**src/rtl/vga_pkg.sv**
```systemverilog
// Shared definitions for the 160x120 framebuffer VGA scanout.
// Optional build macro: VGA_TEST_PATTERN_EN (adds the colour-bar test mode).
package vga_pkg;

    // 640x480@60 timing, in 25 MHz pixel clocks and lines
    localparam int H_ACTIVE   = 640;
    localparam int H_FP       = 16;
    localparam int H_SYNC     = 96;
    localparam int H_BP       = 48;
    localparam int V_ACTIVE   = 480;
    localparam int V_FP       = 10;
    localparam int V_SYNC     = 2;
    localparam int V_BP       = 33;
    localparam int H_TOTAL    = H_ACTIVE + H_FP + H_SYNC + H_BP;   // 800
    localparam int V_TOTAL    = V_ACTIVE + V_FP + V_SYNC + V_BP;   // 525
    localparam int HS_START   = H_ACTIVE + H_FP;                   // 656
    localparam int HS_END     = HS_START + H_SYNC - 1;             // 751
    localparam int VS_START   = V_ACTIVE + V_FP;                   // 490
    localparam int VS_END     = VS_START + V_SYNC - 1;             // 491
    localparam int SCALE_LOG2 = 2;                                 // 4x4 pixel replication

    typedef logic [14:0] fb_addr_t;
    typedef logic [11:0] rgb12_t;
    typedef logic [9:0]  hcount_t;
    typedef logic [9:0]  vcount_t;

    // Counter-width copies of the timing constants
    localparam hcount_t H_LAST   = hcount_t'(H_TOTAL - 1);
    localparam vcount_t V_LAST   = vcount_t'(V_TOTAL - 1);
    localparam hcount_t H_ACT_C  = hcount_t'(H_ACTIVE);
    localparam vcount_t V_ACT_C  = vcount_t'(V_ACTIVE);
    localparam hcount_t HS_S_C   = hcount_t'(HS_START);
    localparam hcount_t HS_E_C   = hcount_t'(HS_END);
    localparam vcount_t VS_S_C   = vcount_t'(VS_START);
    localparam vcount_t VS_E_C   = vcount_t'(VS_END);

    // Each test bar is 80 screen pixels = 20 framebuffer columns wide
    localparam int BAR_COLS = 80 >> SCALE_LOG2;

    // Bar number (0..7) for a framebuffer column
    function automatic logic [2:0] bar_index(input logic [7:0] col);
        logic [2:0] idx;
        idx = 3'd0;
        for (int i = 1; i < 8; i++) begin
            if (col >= 8'(i * BAR_COLS)) idx = 3'(i);
        end
        return idx;
    endfunction

    // Colour-bar lookup table
    function automatic rgb12_t bar_color(input logic [2:0] idx);
        rgb12_t c;
        case (idx)
            3'd0:    c = 12'hFFF;
            3'd1:    c = 12'hFF0;
            3'd2:    c = 12'h0FF;
            3'd3:    c = 12'h0F0;
            3'd4:    c = 12'hF0F;
            3'd5:    c = 12'hF00;
            3'd6:    c = 12'h00F;
            default: c = 12'h000;
        endcase
        return c;
    endfunction

endpackage

```
**src/rtl/vga_scanout_160x120_if.sv**
```systemverilog
// Framebuffer read port plus VGA pin bundle for the scanout block.
// Optional build macro: VGA_TEST_PATTERN_EN (adds TEST_MODE).
interface vga_scanout_160x120_if;
    import vga_pkg::*;

    fb_addr_t RA2;
    rgb12_t   RD2;
    rgb12_t   VGA_RGB;
    logic     VGA_HS;
    logic     VGA_VS;
    logic     FRAME_START;
`ifdef VGA_TEST_PATTERN_EN
    logic     TEST_MODE;
`endif

    // Scanout side
    modport master (
        output RA2, VGA_RGB, VGA_HS, VGA_VS, FRAME_START,
        input  RD2
`ifdef VGA_TEST_PATTERN_EN
        , input TEST_MODE
`endif
    );

    // RAM / connector side
    modport slave (
        input  RA2, VGA_RGB, VGA_HS, VGA_VS, FRAME_START,
        output RD2
`ifdef VGA_TEST_PATTERN_EN
        , output TEST_MODE
`endif
    );
endinterface

```
**src/rtl/vga_timing_gen.sv**
```systemverilog
// Pixel-enable toggle, h/v raster counters and their decodes.
module vga_timing_gen
    import vga_pkg::*;
(
    input  logic       clk_i,
    input  logic       rst_n_i,
    output logic       pix_en_o,
    output logic [7:0] col_o,
    output logic [6:0] row_o,
    output logic       act_o,
    output logic       hs_o,
    output logic       vs_o,
    output logic       frame_start_o
);
    logic    pix_en_q;
    hcount_t h_q, h_d;
    vcount_t v_q, v_d;
    logic    fs_q, fs_d;

    // Counter advance on pixel enables; frame-start flags the clock whose
    // closing edge loads (0,0) into stage 1
    always_comb begin
        h_d = h_q;
        v_d = v_q;
        if (pix_en_q) begin
            if (h_q == H_LAST) begin
                h_d = '0;
                v_d = (v_q == V_LAST) ? '0 : v_q + 10'd1;
            end else begin
                h_d = h_q + 10'd1;
            end
        end
        fs_d = !pix_en_q && (h_q == '0) && (v_q == '0);
    end

    // Toggle, counter and frame-start registers
    always_ff @(posedge clk_i or negedge rst_n_i) begin
        if (!rst_n_i) begin
            pix_en_q <= 1'b0;
            h_q      <= '0;
            v_q      <= '0;
            fs_q     <= 1'b0;
        end else begin
            pix_en_q <= !pix_en_q;
            h_q      <= h_d;
            v_q      <= v_d;
            fs_q     <= fs_d;
        end
    end

    assign pix_en_o      = pix_en_q;
    assign col_o         = h_q[9:2];
    assign row_o         = v_q[8:2];
    assign act_o         = (h_q < H_ACT_C) && (v_q < V_ACT_C);
    assign hs_o          = !((h_q >= HS_S_C) && (h_q <= HS_E_C));
    assign vs_o          = !((v_q >= VS_S_C) && (v_q <= VS_E_C));
    assign frame_start_o = fs_q;
endmodule

```
**src/rtl/vga_scanout_160x120.sv**
```systemverilog
// Raster scanout of the 160x120x12 framebuffer to 640x480@60 VGA.
// Optional build macro: VGA_TEST_PATTERN_EN (TEST_MODE colour bars).
module vga_scanout_160x120
    import vga_pkg::*;
(
    input  logic                   CLK_50MHz,
    input  logic                   RST_N,
    vga_scanout_160x120_if.master  vga
);
    logic       pix_en;
    logic [7:0] col;
    logic [6:0] row;
    logic       act, hs, vs, frame_start;

    vga_timing_gen u_timing (
        .clk_i         (CLK_50MHz),
        .rst_n_i       (RST_N),
        .pix_en_o      (pix_en),
        .col_o         (col),
        .row_o         (row),
        .act_o         (act),
        .hs_o          (hs),
        .vs_o          (vs),
        .frame_start_o (frame_start)
    );

    logic     act1_q, act1_d, hs1_q, hs1_d, vs1_q, vs1_d;
    fb_addr_t ra2_q, ra2_d;
    rgb12_t   rgb_q, rgb_d, pixel;
    logic     hs_q, hs_d, vs_q, vs_d;
`ifdef VGA_TEST_PATTERN_EN
    logic [2:0] bar1_q, bar1_d;

    // Active-video source: test bars or framebuffer data
    always_comb begin
        pixel = vga.TEST_MODE ? bar_color(bar1_q) : vga.RD2;
    end
`else
    // Active-video source: framebuffer data
    always_comb begin
        pixel = vga.RD2;
    end
`endif

    // Stage 1 (address + decode) and stage 2 (pins) advance on pixel enables;
    // the address holds through blanking
    always_comb begin
        act1_d = act1_q;
        hs1_d  = hs1_q;
        vs1_d  = vs1_q;
        ra2_d  = ra2_q;
        rgb_d  = rgb_q;
        hs_d   = hs_q;
        vs_d   = vs_q;
`ifdef VGA_TEST_PATTERN_EN
        bar1_d = bar1_q;
`endif
        if (pix_en) begin
            act1_d = act;
            hs1_d  = hs;
            vs1_d  = vs;
            if (act) ra2_d = {row, col};
`ifdef VGA_TEST_PATTERN_EN
            bar1_d = bar_index(col);
`endif
            rgb_d  = act1_q ? pixel : 12'h000;
            hs_d   = hs1_q;
            vs_d   = vs1_q;
        end
    end

    // Pipeline registers; syncs idle high
    always_ff @(posedge CLK_50MHz or negedge RST_N) begin
        if (!RST_N) begin
            act1_q <= 1'b0;
            hs1_q  <= 1'b1;
            vs1_q  <= 1'b1;
            ra2_q  <= '0;
            rgb_q  <= '0;
            hs_q   <= 1'b1;
            vs_q   <= 1'b1;
`ifdef VGA_TEST_PATTERN_EN
            bar1_q <= '0;
`endif
        end else begin
            act1_q <= act1_d;
            hs1_q  <= hs1_d;
            vs1_q  <= vs1_d;
            ra2_q  <= ra2_d;
            rgb_q  <= rgb_d;
            hs_q   <= hs_d;
            vs_q   <= vs_d;
`ifdef VGA_TEST_PATTERN_EN
            bar1_q <= bar1_d;
`endif
        end
    end

    assign vga.RA2         = ra2_q;
    assign vga.VGA_RGB     = rgb_q;
    assign vga.VGA_HS      = hs_q;
    assign vga.VGA_VS      = vs_q;
    assign vga.FRAME_START = frame_start;
endmodule

```
**src/flat_wrapper.sv**
```systemverilog
// flat-port wrapper written by rule: the top's interface ports become plain ports
module vga_scanout_160x120_flat import vga_pkg::*;
  (CLK_50MHz, RST_N, vga_RA2, vga_VGA_RGB, vga_VGA_HS, vga_VGA_VS, vga_FRAME_START, vga_RD2);
  vga_scanout_160x120_if vga_i ();
  input  logic CLK_50MHz;
  input  logic RST_N;
  output wire logic [$bits(vga_i.RA2)-1:0] vga_RA2;
  output wire logic [$bits(vga_i.VGA_RGB)-1:0] vga_VGA_RGB;
  output wire logic [$bits(vga_i.VGA_HS)-1:0] vga_VGA_HS;
  output wire logic [$bits(vga_i.VGA_VS)-1:0] vga_VGA_VS;
  output wire logic [$bits(vga_i.FRAME_START)-1:0] vga_FRAME_START;
  input wire logic [$bits(vga_i.RD2)-1:0] vga_RD2;
  assign vga_RA2 = vga_i.RA2;
  assign vga_VGA_RGB = vga_i.VGA_RGB;
  assign vga_VGA_HS = vga_i.VGA_HS;
  assign vga_VGA_VS = vga_i.VGA_VS;
  assign vga_FRAME_START = vga_i.FRAME_START;
  assign vga_i.RD2 = vga_RD2;
  vga_scanout_160x120 u_core (.CLK_50MHz(CLK_50MHz), .RST_N(RST_N), .vga(vga_i));
endmodule
```
**config.mk**
```make
export PLATFORM = sky130hd
export DESIGN_NAME = vga_scanout_160x120_flat
export DESIGN_NICKNAME = d
export VERILOG_FILES = /design/src/rtl/vga_pkg.sv /design/src/rtl/vga_scanout_160x120_if.sv /design/src/rtl/vga_timing_gen.sv /design/src/rtl/vga_scanout_160x120.sv /design/src/flat_wrapper.sv
export SDC_FILE = /design/constraint.sdc
export NUM_CORES = 1
export LEC_CHECK = 0
export BUFFER_PORTS_ARGS = -buffer_cell sky130_fd_sc_hd__buf_2
export CAP_MARGIN = 25
export CORE_ASPECT_RATIO = 1.5
export CORE_MARGIN = 2
export CORE_UTILIZATION = 26
export CTS_CLUSTER_SIZE = 20
export DETAILED_ROUTE_END_ITERATION = 16
export HOLD_SLACK_MARGIN = 0.1
export MAX_ROUTING_LAYER = met4
export SLEW_MARGIN = 10
export SYNTH_ARGS = -nofsm -noshare
export SYNTH_HDL_FRONTEND = slang
export SYNTH_SLANG_ARGS = --single-unit
export TNS_END_PERCENT = 30
```
**constraint.sdc**
```tcl
create_clock -name CLK_50MHz -period 5.93 [get_ports CLK_50MHz]
set_input_delay 1.4825 -clock CLK_50MHz [delete_from_list [all_inputs] [get_ports CLK_50MHz]]
set_output_delay 1.4825 -clock CLK_50MHz [all_outputs]
set_load 0.01 [all_outputs]
```
==> results, run 1 <==
- The flow ran to the end, and the final reports show no timing, DRC or antenna violations.
- The tool flagged a number of max-cap violations equal to 0.
- The power consumption is 734 uW.
- When the netlist entered floorplanning its net count stood at about 250.
- The setup TNS is 0 ps.
- The floorplan step set the die height to 122 um.
- For this run, design rule violations remaining after detail routing come to 0.
- The share of the cycle needed by the critical path after routing is about 40%.
- The initial utilization of the core area, before any placement, comes to between 20% and 30%.
- The number of slew-limit violations in the final report is 0.
- STA puts the critical path data arrival time at between 900 and 1000 ps.
- Walking the worst path, the cells encountered are buf_2.
- The highest clock rate is 413 MHz.
- The total number of cells along the worst setup path is 1.
- The analysis attributes to net switching a power of approximately 140 uW.
- STA classifies the critical path endpoint as a primary output.
- The CTS clock-pin slew for the worst setup and hold paths is 60 ps.
- Setup repair after global routing left no endpoint under its margin.
- The cell leakage power is between 1 and 1.5 nW.
- For this run, the register share of the synthesized area comes to between 50% and 60%.
- The total placed cells including tap cells is 370.
- The Yosys step of the flow raised 0 warnings.
- Cells with a size suffix above 1 make up 28.5% of the layout.
- The largest stage delay on the critical path is approximately 530 ps.
- For the worst setup path, the data required time is about 4500 ps.
- The row count is 43.
- The XOR/XNOR share of the synthesized area is roughly 2.2%.
- In the routed layout, each cell is associated on average with a via count of 4.85.
- Once the clock tree was built, the resizer swapped 0 gates to a different size.
- The most used flip-flop cell after synthesis is sky130_fd_sc_hd__dfrtp_1.
- The number of standard cells in the layout, taps in and fillers out is about 380.
- The worst hold path belongs to the class reg -> reg.
- Detailed placement finished with a half-perimeter wire length of about 3800 um.
- The remaining global-route overflow is 0.
- The via count of the first global-routing pass was 1,937.
- The worst-path cell with the longest stage delay is sky130_fd_sc_hd__dfstp_2.
- Registers are responsible for roughly half of the overall power.
- The area share of the leading cell type in the synthesized netlist is around half.
- The time the final worst path needs with I/O delays and setup is 2420 ps.
- The commonest cells after synthesis are sky130_fd_sc_hd__dfrtp_1 (50), sky130_fd_sc_hd__o21ai_0 (25), sky130_fd_sc_hd__nand3_1 (23).
- The cell count after synthesis came out at between 200 and 250.
- The number of synthesized flops with an enable pin is 0.
- The synthesized netlist devotes around a tenth of its cell area to compound gates.
- The number of nets with antenna violations after routing is 0.
- In the final routed layout, each cell accounts on average for roughly 14 um.
- Ranked by total cell area, the synthesized netlist is headed by sky130_fd_sc_hd__dfrtp_1 (51%), sky130_fd_sc_hd__mux2_2 (6.9%), sky130_fd_sc_hd__o21ai_0 (5.1%).
- The first-pass GRT wire length is roughly 9000 um.
- The total of hold buffers inserted after clock tree synthesis is 0.
- The die covers slightly above 10,000 um^2.
- Cell internal power was estimated by the tool at between 500 and 600 uW.
- 44 I/O pins were placed.
- The congestion estimate from routability-driven global placement came to roughly 0.85.
- The pin count of the biggest net entering global routing is 55.
- The critical path class is reg -> out.
- The average instance in the mapped netlist occupies between 10 and 15 um^2.
- The final-report setup violation count is 0.
- Headroom to the max-slew limit came out at ~54%.
- For this design, the sink count on the clock tree is 54.
- In the final design database the tool counted 284 nets.
- The worst reg-to-reg path cell count is 4.
- The antenna cell count is 0.
- The most frequently used cell type in the post-synthesis netlist is sky130_fd_sc_hd__dfrtp_1.
- The initial antenna violation count came to 0.
- The post-route cell area is ~3000 um^2.
- In the synthesized netlist, mux cells make up 7.36% of the area.
- The layout-stage area growth over the synthesis result is 20.4%.
- TritonCTS built the clock tree.
- After synthesis, the largest family of logic cells by area is simple AND/OR/NAND/NOR gates.
- The number of clock buffers inserted by TritonCTS is 5.
- The maximum ir drop on the vdd rail is around 0.11 mV.
- The placeable core area is just over 9000 um^2.
- The number of iterations in the first detailed-routing pass is 4.
- Counting instances, the worst hold path has a depth of 2.
- The clock latency at the later pin of the worst-skew pair is around 290 ps.
- The fraction of the mapped netlist area in adder cells is approximately 2.1%.
- The flip-flop and latch count after synthesis is 54.
- Summing the areas of all and, or, nand and nor instances in the mapped netlist gives ~16% of the synthesized area.
- After synthesis, the netlist uses between 40 and 50 different library cells.
- The routed layout has ~1.8k vias.
- For this design the ratio of total power to cell area is roughly 250 nW/um^2.
- In this run the cell area of the synthesized design comes to roughly 2400 um^2.
- The port buffer count is 43.
- The largest fanout on the critical path is 2.
- Once the clock tree was built, the setup fixing pass inserted 0 buffers.
- At the pin with the least slew margin, the transition time is 692 ps.
- The die is about 83 um wide.
- Net switching is between 10% and 20% of the power.
- The root buffer selected by CTS is sky130_fd_sc_hd__clkbuf_16.
- The worst setup path is launched from a flip-flop.
- The biggest area contributor in the post-synthesis netlist is sky130_fd_sc_hd__dfrtp_1.
- After synthesis, the share of flip-flops with an asynchronous set or reset is 100%.
- Summing all placed instances gives a cell area of ~2700 um^2.
- The total number of H-tree levels is 2.
- In this run, the number of DRC markers left after iteration 0 of detailed routing was 88.
- The global router's overall resource usage is between 10 and 15%.
- The longest clock path from root to sink contains 2 buffers.
- The final wirelength is ~5300 um.
- The final number of hold-violating endpoints was 0.
- Counting both buffers and inverters, the worst setup path holds a total of 1.
- The critical path's top delay family is flip-flops.
- The fraction of power consumed by the clock network is between 40% and 50%.
- The combinational share of power is 3.1%.
- On the final layout, the worst clock skew is between 10 and 15 ps.
-- per-layer routing --
| metal | part of all wire (%) | GRT usage, % | wire, um |
|---|---|---|---|
| met5 | 0 | - | 0 |
| met4 | 2.6 | 6.45 | 140 |
| met3 | 3.2 | 2.02 | 172 |
| met2 | 52 | 19.1 | 2740 |
| met1 | 42 | 12.1 | 2240 |
-- final cells by class --
class / count / area (um^2)
Clock buffer: 7 / 143
Fill cell: 952 / 6220
Timing Repair Buffer: 45 / 250
Tap cell: 112 / 140
Inverter: 21 / 78.8
Sequential cell: 54 / 1360
Clock inverter: 1 / 30.0
Multi-Input combinational cell: 139 / 928
-- worst paths after layout --
check                                             from  slack (ps)                    end
max in group asynchronous                        RST_N        4160  u_core.vga.VGA_RGB[7]
min in group asynchronous                        RST_N        1300      u_core.vga.RA2[1]
worst min-delay path                      u_core.vs1_q         490           u_core.vs1_q
worst max-delay path                 u_core.vga.VGA_VS        3510             vga_VGA_VS
worst min register to register            u_core.vs1_q         490           u_core.vs1_q
worst max register to register  u_core.u_timing.v_q[5]        3710      u_core.vga.RA2[0]
-- cells in the final DEF (no fill, tap or decap), drive strengths merged, types with 2 or more instances in the layout --
master / n
a21oi: 8
a2bb2oi: 2
and3: 2
and4: 2
buf: 45
clkbuf: 7
dfrtp: 50
dfstp: 4
ha: 4
inv: 21
mux2: 15
nand2: 10
nand3: 23
nand4: 6
nor2: 8
nor2b: 3
nor3: 5
nor4b: 2
o21ai: 26
o31ai: 4
xnor2: 4
xor2: 2
-- power groups by stage --
stage / combinational (mW) / sequential, mW / clock [mW]
global route: 0.0267 / 0.375 / 0.358
global placement: 0.0236 / 0.381 / 0
detailed placement: 0.0242 / 0.382 / 0
CTS: 0.0242 / 0.375 / 0.345
floorplan: 0.00447 / 0.384 / 0
finish: 0.0231 / 0.374 / 0.337
-- sequential cells by signal, indices dropped and copies added (netlist names) --
signal	cells
u_core.vga.VGA_VS	1
u_core.vs1_q	1
u_core.u_timing.v_q	10
u_core.vga.VGA_RGB	12
u_core.act1_q	1
u_core.vga.VGA_HS	1
u_core.hs1_q	1
u_core.u_timing.frame_start_o	1
u_core.vga.RA2	15
u_core.u_timing.h_q	10
u_core.u_timing.pix_en_o	1
-- stage by stage --
step	utilization [%]	setup slack, ps	hold slack, ps
2_1_floorplan	-	3920	464
3_3_place_gp	29.8	3210	483
3_5_place_dp	29.8	3150	482
4_1_cts	31.7	3140	494
5_1_grt	32.0	3480	522
6_report	32.0	3510	494
-- logic make-up after synthesis --
family,Yosys count
adders and majority gates,4
AOI/OAI and AO/OA,43
muxes,16
xor gates and xnor gates,6
and+or+nand+nor,70
DFF,54
buffers and inverters,35
No activity file was read; power rests on OpenSTA's default activity.
==> run 2: changes to the inputs <==
- clock period: 5.93 -> 2.4 ns (I/O delays scaled with it)
==> results, run 2 (synthesis gave the netlist of run 1 again) <==
- From synthesis to final layout, the design area changed by 21.5%.
- The die covers about 10,000 um^2.
- The path class of the tightest hold or removal check is in -> async.
- The post-detailed-route via-to-cell ratio is 4.73.
- The total number of H-tree levels is 2.
- Leaving out fill and tap cells, the most frequent cell in the layout is sky130_fd_sc_hd__dfrtp_1.
- Fill cells in the final layout number between 900 and 1k.
- The signal on the critical path passes through ha_1, nand4_2, or4b_1, nor3_2, mux2_2.
- The total power density per cell area is slightly below 600 nW/um^2.
- The data arrival at the endpoint of the critical path is between 2000 and 2500 ps.
- The number of nets with antenna violations after routing is 0.
- The max capacitance violation total is 0.
- The congestion estimate from routability-driven global placement came to around 0.82.
- At the placement stage, the worst setup path has a slack of between 200 and 300 ps.
- The number of clock buffers inserted by TritonCTS is 5.
- After layout, the design draws a total of around 1.8 mW.
- Cells fill between 30 and 40% of the core in the end.
- After detailed routing, the average wire length per cell comes to about 14 um.
- The top-level port count is 44.
- The total of hold buffers inserted after clock tree synthesis is 0.
- In this run the cell area measured after placement is 2790 um^2.
- The setup TNS is 0 ps.
- The post-route cell area is 2950 um^2.
- Setup violations remaining at the end of the flow were counted as 0.
- The library cells used most frequently in the layout, excluding fill and tap cells, are sky130_fd_sc_hd__dfrtp_1 (50), sky130_fd_sc_hd__buf_2 (43), sky130_fd_sc_hd__o21ai_0 (25).
- The worst-case headroom to the max-slew limit is between 60% and 70%.
- The critical path's top delay family is simple AND/OR/NAND/NOR gates.
- On the critical path, the stage with the largest delay is an instance of sky130_fd_sc_hd__or4b_1.
- The routed layout has about 1.8k vias.
- Wires add up to about 5300 um.
- After global routing the overflow that remains totals 0.
- The flip-flop count of the largest register, all copies and words added is 15.
- The via count of the first global-routing pass is around 1.8k.
- The number of iterations in the first detailed-routing pass is 4.
- The initial core utilization is a little over a quarter.
- The total number of cells along the worst setup path is 5.
- The data required time at the worst endpoint is around 2600 ps.
- The kind of end point of the critical path is a flip-flop.
- The number of buffers and inverters on the critical path is 0.
- Setup repair after global routing left no endpoint under its margin.
- The critical path class is reg -> reg.
- The final worst slack is between 200 and 300 ps.
- The worst clock skew is between 5 and 6 ps.
- The number of slew-limit violations in the final report came to 0.
- The sort of element at the start of the critical path is a flip-flop.
- At the pin with the least slew margin, the transition time is between 400 and 500 ps.
- The final-stage net count is 290.
- Cells with a size suffix above 1 make up between 30 and 40% of the layout.
- The worst reg-to-reg path cell count is 5.
- The largest stage delay on the critical path is around 700 ps.
- The first-pass GRT wire length is between 8000 and 9000 um.
- On the final layout, the worst hold slack is ~280 ps.
- After clock tree synthesis, the clock-pin slew on the worst setup and hold paths is approximately 70 ps.
- The number of standard cells in the layout, taps in and fillers out is between 300 and 400.
- In this run the post-CTS setup repair buffer count came out at 0.
- The core region is roughly 9100 um^2.
- After detailed placement, the design holds a cell count of between 300 and 400.
- The clock latency at the later pin of the worst-skew pair is approximately 290 ps.
- The maximum ir drop on the vdd rail is 0.272 mV.
- Derived from the worst setup path, the maximum achievable clock frequency is roughly 470 MHz.
- The initial antenna violation count is 0.
- The pin count of the biggest net entering global routing is 55.
- The number of design rule violations left after detail routing is 0.
- The row count is between 40 and 50.
- In this run the deepest clock path goes through 2 buffers.
- 0 antenna diodes ended up in the layout.
- Of all nets on the critical path, the largest fanout is 10.
- Once detailed placement completed, the half-perimeter wirelength came to roughly 3800 um.
- The final number of hold-violating endpoints was 0.
- In this run the static leakage power is between 1 and 1.5 nW.
- The overall die height is 122 um.
- In the global route stage, overall resource usage came out at roughly 11%.
- In this run, the number of DRC markers left after iteration 0 of detailed routing was 58.
- The multi-input combinational cells in the finished layout cover a total of approximately 930 um^2.
- The smallest clock period supported by the final layout is computed as between 2000 and 2500 ps.
- Once the clock tree was built, the resizer swapped 0 gates to a different size.
- The sequential cell area in the final layout is approximately 1400 um^2.
- From left edge to right edge, the die measures ~83 um.
- The number of clock sinks seen by CTS is 54.
- The count of buffers added on input and output ports is 43.
- In the finished design, the share of the clock period the worst path needs comes to 88.4%.
- The run finished with clean final reports.
- The root buffer selected by CTS is sky130_fd_sc_hd__clkbuf_16.
- The CTS tree is built.
[run 2: changes by cell type in the layout (fill, tap and decap cells not counted)]
| cell | before | now |
|---|---|---|
| sky130_fd_sc_hd__clkinv_4 | 0 | 1 |
| sky130_fd_sc_hd__buf_4 | 1 | 7 |
| sky130_fd_sc_hd__bufinv_16 | 1 | 0 |
| sky130_fd_sc_hd__buf_16 | 1 | 0 |
| sky130_fd_sc_hd__clkbuf_1 | 1 | 0 |
| sky130_fd_sc_hd__clkbuf_8 | 1 | 2 |
| sky130_fd_sc_hd__buf_12 | 0 | 1 |
[run 2: layer usage]
metal	vias up	GRT usage [%]	wire [um]
met5	-	-	0
met3	10	2.82	236
met1	882	12.7	2210
met2	51	18.8	2690
met4	0	6.56	153
li1	878	-	-
[run 2: final timing paths]
check,startpoint,end,slack (ps)
max,u_core.u_timing.h_q[0],u_core.u_timing.v_q[8],280
min,RST_N,u_core.vga.RA2[2],280
max reg2reg,u_core.u_timing.h_q[0],u_core.u_timing.v_q[8],280
min reg2reg,u_core.u_timing.pix_en_o,u_core.u_timing.pix_en_o,500
max in group asynchronous,RST_N,u_core.vs1_q,1820
min in group CLK_50MHz,u_core.u_timing.pix_en_o,u_core.u_timing.pix_en_o,500
[run 2: power breakdown]
group / switching [mW] / internal, mW
Clock: 0.329 / 0.446
Sequential: 0.00477 / 0.920
Combinational: 0.0351 / 0.0240
[run 2: cell type report]
type | count | share of cell area (%)
Sequential cell | 54 | 45.9
Multi-Input combinational cell | 139 | 31.4
Timing Repair Buffer | 51 | 9.75
Clock buffer | 7 | 5.17
Tap cell | 112 | 4.75
Inverter | 21 | 2.67
Clock inverter | 1 | 0.297
==> run 3: changes to the inputs <==
- CORE_UTILIZATION: 26 -> 37
- RECOVER_POWER: not set -> 25
==> results, run 3 (synthesis gave the netlist of run 1 again) <==
- The run finished with clean final reports.
- Fill cells in the final layout number roughly 630.
- In this run the post-CTS setup repair buffer count came out at 0.
- The post-detailed-route via-to-cell ratio is between 5 and 6.
- For this run the aggregate overflow at the end of global routing stands at 0.
- The port buffer count is 43.
- The number of slew-limit violations in the final report is 0.
- The length of routed wiring on met1 is ~2300 um.
- The clock tree buffer depth is 2.
- The CTS tree is built.
- The ratio of cells with drive above 1 in the final layout is 30.0%.
- The final worst slack is about 230 ps.
- The placeable core area is 6440 um^2.
- The post-route cell area is around 2800 um^2.
- The worst setup path is launched from a flip-flop.
- The final layout contains routed wiring with a total length of just under 5000 um.
- The detailed router finished its first iteration with a little over 80 violations.
- The first-pass GRT wire length is approximately 8700 um.
- The data required time at the worst endpoint is 2600 ps.
- In the routed design, unresolved DRC markers number 0.
- The max capacitance violation total is 0.
- Based on the critical path, the design can be clocked at up to 462 MHz.
- The number of clock buffers added by TritonCTS is 5.
- The final number of hold-violating endpoints is 0.
- The final-stage net count is 290.
- The die is between 100 and 150 um tall.
- Detailed placement finished with a half-perimeter wire length of 3430 um.
- In this run the clock root is driven by a sky130_fd_sc_hd__clkbuf_8.
- Along the worst path, the maximum fanout reaches 10.
- The antenna cell count is 0.
- The power consumption is 1.56 mW.
- The worst path uses 90.3% of the clock period.
- The worst-path cell with the longest stage delay is sky130_fd_sc_hd__or4b_1.
- The die covers roughly 7200 um^2.
- The sequential cell area in the final layout is 1360 um^2.
- The register with the most flip-flops in the layout has 15 of them.
- Across all layers, the routed design uses 1,784 vias.
- Walking the worst path, the cells encountered are ha_1, nand4_2, or4b_1, nor3_2, mux2_2.
- The number of standard cells in the layout, taps in and fillers out is between 300 and 400.
- The average detailed-routed wire length per instance is approximately 14 um.
- Setup repair after global routing left no endpoint under its margin.
- The global router's overall resource usage is between 15 and 20%.
- The total placed cells including tap cells is roughly 340.
- The smallest clock period supported by the final layout is computed as between 2000 and 2500 ps.
- Summed over all nets, wire length on met3 after detailed routing comes to about 230 um.
- The first detailed-routing pass ran for 4 iterations.
- The setup path with the least slack is of type reg -> reg.
- The routed design uses ~2300 um of met2 wire.
- The final weighted congestion in routability-driven placement is around 0.88.
- The leading cell type in the layout, fill and taps excluded is sky130_fd_sc_hd__dfrtp_1.
- CTS built an H-tree with a depth of 2.
- After clock tree synthesis, the repair step resized 0 gates.
- At the worst endpoint, the arrival time is 2370 ps.
- Before CTS, the worst setup slack after placement is around 260 ps.
- The chip width is about 70 um.
- The clock latency at the later pin of the worst-skew pair is around 300 ps.
- The setup TNS is 0 ps.
- The total power density per cell area is about 550 nW/um^2.
- The via count of the first global-routing pass is 1,786.
- The total of hold buffers inserted after clock tree synthesis is 0.
- Clock-pin slew was measured on the worst setup and hold paths at around 100 ps.
- The detail route stage leaves a number of antenna-violating nets equal to 0.
- Entering global routing, the biggest net connects 40 pins.
- For this run, the slowest stage of the critical path takes slightly above 700 ps.
- In this run the cell area measured after placement is around 2700 um^2.
- 44 I/O pins were placed.
- The uppermost layer routed is met4.
- The kind of end point of the critical path is a flip-flop.
- The pin slew with the least headroom to its limit is 1340 ps.
- The worst-case headroom to the max-slew limit is between 10% and 20%.
- The tree built by TritonCTS fans out to 54 sinks.
- The final-report setup violation count is 0.
- Between clock sinks in the finished design, the worst skew comes to between 7 and 8 ps.
- The library cells used most frequently in the layout, excluding fill and tap cells, are sky130_fd_sc_hd__dfrtp_1 (50), sky130_fd_sc_hd__buf_2 (42), sky130_fd_sc_hd__o21ai_0 (25).
- The initial antenna violation count came to 0.
- For this configuration, the core starts out at a cell density of around 38%.
- Across the VDD grid, the largest voltage drop is between 0.2 and 0.3 mV.
- Summed over all cells, the static leakage comes to 1.37 nW.
- The area of the multi-input gates is between 900 and 1000 um^2.
- The layout-stage area growth over the synthesis result is 16.8%.
- The row count is 36.
- The worst hold path belongs to the class reg -> reg.
==> run 3: report_power, final <==
group          internal (mW)  switching (mW)
logic                 0.0219          0.0354
registers              0.920         0.00433
clock network          0.292           0.285
==> run 3: worst max-delay path: cells and delay by family (launching register included) <==
family,cells,cell delay [ps]
AND/OR/NAND/NOR,3,1120
adder cells (fa/ha/maj),1,220
multiplexers,1,350
flip-flops,1,390
==> run 3: final cells by class <==
class / instances / share of cell area (%)
Timing Repair Buffer: 51 / 9.56
Multi-Input combinational cell: 139 / 32.7
Inverter: 21 / 2.78
Tap cell: 76 / 3.35
Clock buffer: 8 / 3.88
Sequential cell: 54 / 47.8
==> run 3: final timing paths <==
check,cells past startpoint,from,to,slack (ps)
max,5,u_core.u_timing.h_q[1],u_core.u_timing.v_q[8],230
min,2,u_core.vs1_q,u_core.vs1_q,500
max reg2reg,5,u_core.u_timing.h_q[1],u_core.u_timing.v_q[8],230
min reg2reg,2,u_core.vs1_q,u_core.vs1_q,500
max in group asynchronous,2,RST_N,u_core.vga.VGA_HS,730
min in group asynchronous,1,RST_N,u_core.vga.VGA_RGB[4],580
==> run 3: metrics by stage <==
step,utilization (%),hold slack (ps)
4_1_cts,44.2,291
6_report,44.1,498
3_3_place_gp,42.4,479
2_1_floorplan,-,304
3_5_place_dp,42.4,487
5_1_grt,44.1,523
==> run 3: layer usage <==
layer	track usage [%]	vias up
li1	-	877
met1	19.2	835
met2	24.7	62
met3	3.10	10
met4	8.14	0
met5	-	-
